<file path="config.mk">
export PLATFORM = sky130hd
export DESIGN_NAME = program_counter_sequencer
export DESIGN_NICKNAME = d
export VERILOG_FILES = /design/src/rtl/program_counter_sequencer.sv
export SDC_FILE = /design/constraint.sdc
export NUM_CORES = 1
export LEC_CHECK = 0
export CAP_MARGIN = 20
export CORE_AREA = 4 4 67 69
export CTS_BUF_LIST = sky130_fd_sc_hd__clkbuf_4 sky130_fd_sc_hd__clkbuf_8
export DETAILED_ROUTE_END_ITERATION = 8
export DIE_AREA = 0 0 71 73
export MAX_ROUTING_LAYER = met4
export PLACE_DENSITY_LB_ADDON = 0.3
export SLEW_MARGIN = 20
export SYNTH_ARGS = -nofsm -noshare
export SYNTH_HDL_FRONTEND = slang
export SYNTH_SLANG_ARGS = --single-unit
</file>
<file path="constraint.sdc">
create_clock -name i_clk -period 5.5 [get_ports i_clk]
set_clock_uncertainty 0.05 [all_clocks]
set_input_delay 0.825 -clock i_clk [delete_from_list [all_inputs] [get_ports i_clk]]
set_output_delay 0.825 -clock i_clk [all_outputs]
set_load 0.02 [all_outputs]
</file>
<file path="src/rtl/program_counter_sequencer.sv">
`default_nettype none
// ============================================================================
// Module      : program_counter_sequencer
// Description : Fetch-side program counter owner. Sequences jump / call /
//               return / halt requests from the decoder, issues push (o_call)
//               and pop (o_rtrn) strobes to the instruction stack, reloads the
//               PC from the stack's registered return address, and tracks the
//               live stack depth to trap overflow and underflow.
// Revision    : 1.0  initial release
// ----------------------------------------------------------------------------
// Ports
//   i_clk     in   1                   clock, rising edge
//   i_rst     in   1                   asynchronous reset, active-low
//   i_en      in   1                   advance enable (RUN only)
//   i_jump    in   1                   load PC with i_target
//   i_call    in   1                   push current PC, load PC with i_target
//   i_rtrn    in   1                   pop stack, reload PC from i_stack
//   i_halt    in   1                   enter HALT
//   i_target  in   DATA_WIDTH          jump/call destination
//   i_stack   in   DATA_WIDTH          return address from stack (PC+1)
//   o_PC      out  DATA_WIDTH          current PC
//   o_call    out  1                   stack push strobe (combinational)
//   o_rtrn    out  1                   stack pop strobe (combinational)
//   o_busy    out  1                   high in RET_WAIT
//   o_depth   out  STACK_ADDR_WIDTH+1  live stack entries
//   o_halted  out  1                   high in HALT
//   o_err     out  2                   sticky: [0] overflow, [1] underflow
// ============================================================================
module program_counter_sequencer #(
    parameter int unsigned           DATA_WIDTH       = 16,
    parameter int unsigned           STACK_ADDR_WIDTH = 4,
    parameter logic [DATA_WIDTH-1:0] RESET_PC         = '0
) (
    input  logic                        i_clk,
    input  logic                        i_rst,
    input  logic                        i_en,
    input  logic                        i_jump,
    input  logic                        i_call,
    input  logic                        i_rtrn,
    input  logic                        i_halt,
    input  logic [DATA_WIDTH-1:0]       i_target,
    input  logic [DATA_WIDTH-1:0]       i_stack,
    output logic [DATA_WIDTH-1:0]       o_PC,
    output logic                        o_call,
    output logic                        o_rtrn,
    output logic                        o_busy,
    output logic [STACK_ADDR_WIDTH:0]   o_depth,
    output logic                        o_halted,
    output logic [1:0]                  o_err
);

    // Depth value at which the stack holds 2**STACK_ADDR_WIDTH entries.
    localparam logic [STACK_ADDR_WIDTH:0] c_depth_full = {1'b1, {STACK_ADDR_WIDTH{1'b0}}};
    localparam logic [STACK_ADDR_WIDTH:0] c_depth_one  = {{STACK_ADDR_WIDTH{1'b0}}, 1'b1};
    localparam logic [DATA_WIDTH-1:0]     c_pc_one     = {{(DATA_WIDTH-1){1'b0}}, 1'b1};

    typedef enum logic [1:0] {
        S_RUN      = 2'd0,
        S_RET_WAIT = 2'd1,
        S_HALT     = 2'd2
    } state_t;

    state_t                      r_state;
    logic [DATA_WIDTH-1:0]       r_pc;
    logic [STACK_ADDR_WIDTH:0]   r_depth;
    logic [1:0]                  r_err;
    logic                        r_busy;
    logic                        r_halted;

    logic w_run_active;
    logic w_req_halt;
    logic w_req_rtrn;
    logic w_req_call;
    logic w_req_jump;
    logic w_req_inc;
    logic w_empty;
    logic w_full;

    // ------------------------------------------------------------------
    // Request decode. Exactly one w_req_* is high when RUN and enabled,
    // following halt > rtrn > call > jump > increment. Reset gating keeps
    // the strobes quiet while i_rst is held low.
    // ------------------------------------------------------------------
    assign w_run_active = i_rst && (r_state == S_RUN) && i_en;
    assign w_req_halt   = w_run_active &&  i_halt;
    assign w_req_rtrn   = w_run_active && !i_halt &&  i_rtrn;
    assign w_req_call   = w_run_active && !i_halt && !i_rtrn &&  i_call;
    assign w_req_jump   = w_run_active && !i_halt && !i_rtrn && !i_call &&  i_jump;
    assign w_req_inc    = w_run_active && !i_halt && !i_rtrn && !i_call && !i_jump;

    assign w_empty = (r_depth == '0);
    assign w_full  = (r_depth == c_depth_full);

    // Strobes are combinational so the stack acts on the same edge that
    // updates the PC; a trapped request never reaches the stack.
    assign o_rtrn = w_req_rtrn && !w_empty;
    assign o_call = w_req_call && !w_full;

    // ------------------------------------------------------------------
    // Sequencer state machine with registered status outputs.
    // ------------------------------------------------------------------
    always_ff @(posedge i_clk or negedge i_rst) begin
        if (!i_rst) begin
            r_state  <= S_RUN;
            r_pc     <= RESET_PC;
            r_depth  <= '0;
            r_err    <= 2'b00;
            r_busy   <= 1'b0;
            r_halted <= 1'b0;
        end else begin
            case (r_state)
                S_RUN: begin
                    if (w_req_halt) begin
                        r_state  <= S_HALT;
                        r_halted <= 1'b1;
                    end else if (w_req_rtrn) begin
                        if (!w_empty) begin
                            // PC holds; the stack registers the return
                            // address on this edge and it is loaded next.
                            r_depth <= r_depth - c_depth_one;
                            r_state <= S_RET_WAIT;
                            r_busy  <= 1'b1;
                        end else begin
                            r_err[1] <= 1'b1;
                            r_state  <= S_HALT;
                            r_halted <= 1'b1;
                        end
                    end else if (w_req_call) begin
                        if (!w_full) begin
                            r_depth <= r_depth + c_depth_one;
                            r_pc    <= i_target;
                        end else begin
                            r_err[0] <= 1'b1;
                            r_state  <= S_HALT;
                            r_halted <= 1'b1;
                        end
                    end else if (w_req_jump) begin
                        r_pc <= i_target;
                    end else if (w_req_inc) begin
                        // Natural wrap from all-ones to zero.
                        r_pc <= r_pc + c_pc_one;
                    end
                end

                S_RET_WAIT: begin
                    r_pc    <= i_stack;
                    r_state <= S_RUN;
                    r_busy  <= 1'b0;
                end

                S_HALT: begin
                    // Frozen until reset.
                end

                default: begin
                    // Unused encoding: park safely in HALT.
                    r_state  <= S_HALT;
                    r_busy   <= 1'b0;
                    r_halted <= 1'b1;
                end
            endcase
        end
    end

    assign o_PC     = r_pc;
    assign o_busy   = r_busy;
    assign o_depth  = r_depth;
    assign o_halted = r_halted;
    assign o_err    = r_err;

endmodule
`default_nettype wire

</file>
==> flow_metrics.env <==
export IMPL_crit_arrival_ps=3050
export IMPL_yosys_top_cells_area="dfrtp_1 (35%), a21oi_1 (6.0%), nand2_1 (5.2%)"
export IMPL_max_freq_mhz=255
export IMPL_dr_wl_met3_um=187
export IMPL_post_route_drc_count=0
export IMPL_synth_async_sr_flop_share=1.00
export IMPL_switchingPower_w=0.0000796
export IMPL_ir_worst_vdd_v=0.000107
export IMPL_num_vias=1905
export IMPL_grt_pass1_wl_mm=8.57
export IMPL_cellPowerDensity_nw_per_um2=137
export IMPL_met1Wirelength_mm=2.32
export IMPL_p_leak_nw=1.09
export IMPL_worst_path_max_delay_cell="clkdlybuf4s50_1"
export IMPL_sw_frac_of_total=0.219
export IMPL_clock_path_buffers=2
export IMPL_synth_distinct_cells=53
export IMPL_io_pins=66
export IMPL_tns_ps=0
export IMPL_grt_antenna_before_repair=0
export IMPL_utilization=0.676
export IMPL_synth_seq_cells=27
export IMPL_post_layout_nonfiller_instances=330
export IMPL_hold_violations=0
export IMPL_p_int_w=0.000283
export IMPL_drt_vias_per_instance=5.77
export IMPL_clkSlewWorstSetupHoldPaths_ps=100
export IMPL_synth_flop_cell="dfrtp_1"
export IMPL_hold_ws_ps=423
export IMPL_period_needed_ps=3920
export IMPL_critPathMaxFanout=31
export IMPL_die_w_um=71
export IMPL_cp_cell_sequence="clkdlybuf4s50_1, buf_4, nand4b_4, nor2_1, nand2_1, a21oi_1, clkdlybuf4s50_1"
export IMPL_period_share=0.714
export IMPL_r2r_cells=6
export IMPL_postCtsSetupBuffers=0
export IMPL_rsz0062_at_grt="no"
export IMPL_syn_to_final_growth_pct=36.9
export IMPL_min_path_type="reg -> reg"
export IMPL_drive_gt1_frac=0.0643
export IMPL_globalRouteOverflowTotal=0
export IMPL_synth_edf_count=0
export IMPL_ys_warn_count=0
export IMPL_ff2ff_setup_slack_ps=2560
export IMPL_detail_route_wl_per_cell_um=15.5
export IMPL_ant_nets=0
export IMPL_critPathLaunchType="input pin"
export IMPL_syn_cell_area_um2=1930
export IMPL_drtIter0Drc=168
export IMPL_whs_path_depth=2
export IMPL_htreeDepth=1
export IMPL_rows=23
export IMPL_clock_sinks=27
export IMPL_first_global_vias=1838
export IMPL_maxSlewHeadroom=0.365
export IMPL_start_util=0.493
export IMPL_setup_viol=0
export IMPL_grt_util_all_layers=0.208
export IMPL_outcome="completed"
export IMPL_drv_slew=0
export IMPL_place_gp_congestion=0.897
export IMPL_n_antenna_cell=0
export IMPL_dp_cells=326
export IMPL_wl_met2_mm=2.60
export IMPL_core_area_um2=3910
export IMPL_port_buffers=65
export IMPL_seqPwrFrac=0.551
export IMPL_critPathMostFrequentCell="clkdlybuf4s50_1"
export IMPL_cp_data_required_time_ps=4620
export IMPL_drt_pass1_iterations=4
export IMPL_die_h_um=73
export IMPL_root_buffer="clkbuf_8"
export IMPL_cts_tree="done"
export IMPL_cts_buffers=3
export IMPL_synth_nets=267
export IMPL_dieArea_um2=5180
export IMPL_critPathKind="in -> out"
export IMPL_clock_latency_ps=270
export IMPL_synth_top_area_frac=0.350
export IMPL_p_clk_frac=0.335
export IMPL_max_stage_delay_ps=620
export IMPL_routed_wirelength_mm=5.13
export IMPL_ys_seq_area_frac=0.350
export IMPL_grt_max_degree=32
export IMPL_combPwrFrac=0.114
export IMPL_cts_resized_gates=0
export IMPL_post_synth_inst_count=220
export IMPL_routed_top_layer="met4"
export IMPL_critPathCaptureType="output port"
export IMPL_tightest_slew_ps=945
export IMPL_nets=328
export IMPL_syn_area_per_cell_um2=8.78
export IMPL_synth_top_area_cell="dfrtp_1"
export IMPL_hold_buffers=0
export IMPL_cap_viol_max_count=0
export IMPL_dp_hpwl_mm=3.79
kinds of logic after synthesis:
logic type / Yosys count / share of synthesized area
AND/OR/NAND/NOR: 79 / 0.218
XOR/XNOR: 10 / 0.0454
adder cells (fa/ha/maj): 8 / 0.0557
buffers and inverters: 20 / 0.0505
flip-flops: 27 / 0.350
AO/OA/AOI/OAI: 76 / 0.280
worst paths after layout:
path                       startpoint  endpoint
min in group asynchronous       i_rst  o_err[0]
max in group asynchronous       i_rst   o_PC[6]
hold reg to reg              o_halted  o_halted
setup / recovery                i_rst    o_call
setup reg to reg           r_state[1]   o_PC[6]
hold / removal               o_halted  o_halted
layout by cell type (no fill, tap or decap), drive strengths merged, types with 5 or more instances in the layout:
cell type / netlist / routed
nand2: 27 / 27
inv: 10 / 10
dfrtp: 27 / 27
a21oi: 23 / 23
xnor2: 5 / 5
clkdlybuf4s50: 0 / 65
o211ai: 5 / 5
ha: 7 / 7
nor2: 17 / 17
o21ai: 6 / 6
o31ai: 5 / 5
nand3: 10 / 10
xor2: 5 / 5
through the flow:
stage / area, µm² / total power [W] / worst slack (ps)
2_1_floorplan: 1930 / 0.000209 / 2960
3_3_place_gp: 2590 / 0.000245 / 1700
3_5_place_dp: 2590 / 0.000245 / 1610
4_1_cts: 2640 / 0.000360 / 1600
5_1_grt: 2640 / 0.000374 / 1410
6_report: 2640 / 0.000363 / 1580
sequential cells by signal, summed over array words and instances (netlist names):
signal    count
o_depth       5
o_err         2
o_PC         16
o_busy        1
o_halted      1
r_state       2
power by group through the flow:
stage | logic [W] | clock network (W) | registers (W)
global placement | 0.0000412 | 0 | 0.000204
CTS | 0.0000418 | 0.000118 | 0.000200
global route | 0.0000448 | 0.000129 | 0.000200
detailed placement | 0.0000416 | 0 | 0.000204
finish | 0.0000415 | 0.000121 | 0.000200
floorplan | 0.00000388 | 0 | 0.000205
metal layers:
layer	up-vias	track usage
met4	0	0.0397
met2	41	0.347
met3	2	0.0289
met1	917	0.272
li1	945	-
met5	-	-
cells in the mapped netlist (all sizes together), types with 4 or more instances:
master and number:
nand2b 4, o21ai 6, dfrtp 27, nand2 27
inv 10, o211ai 5, nand4 4, a21oi 23
a31oi 4, a211oi 4, nand3 10, xor2 5
a31o 4, xnor2 5, ha 7, clkbuf 5
nor2 17, o31ai 5, buf 5
worst max-delay path: cells and delay by family:
kind	cells	cell delay, ps
buf+inv	3	1430
simple gates	3	620
compound gates	1	140
layout make-up:
| class | instances | area [µm²] |
|---|---|---|
| Inverter | 10 | 37.5 |
| Tap cell | 50 | 62.6 |
| Fill cell | 352 | 1270 |
| Timing Repair Buffer | 66 | 658 |
| Sequential cell | 27 | 676 |
| Multi-Input combinational cell | 173 | 1160 |
| Clock buffer | 4 | 48.8 |
No activity file was read; power rests on OpenSTA's default activity.
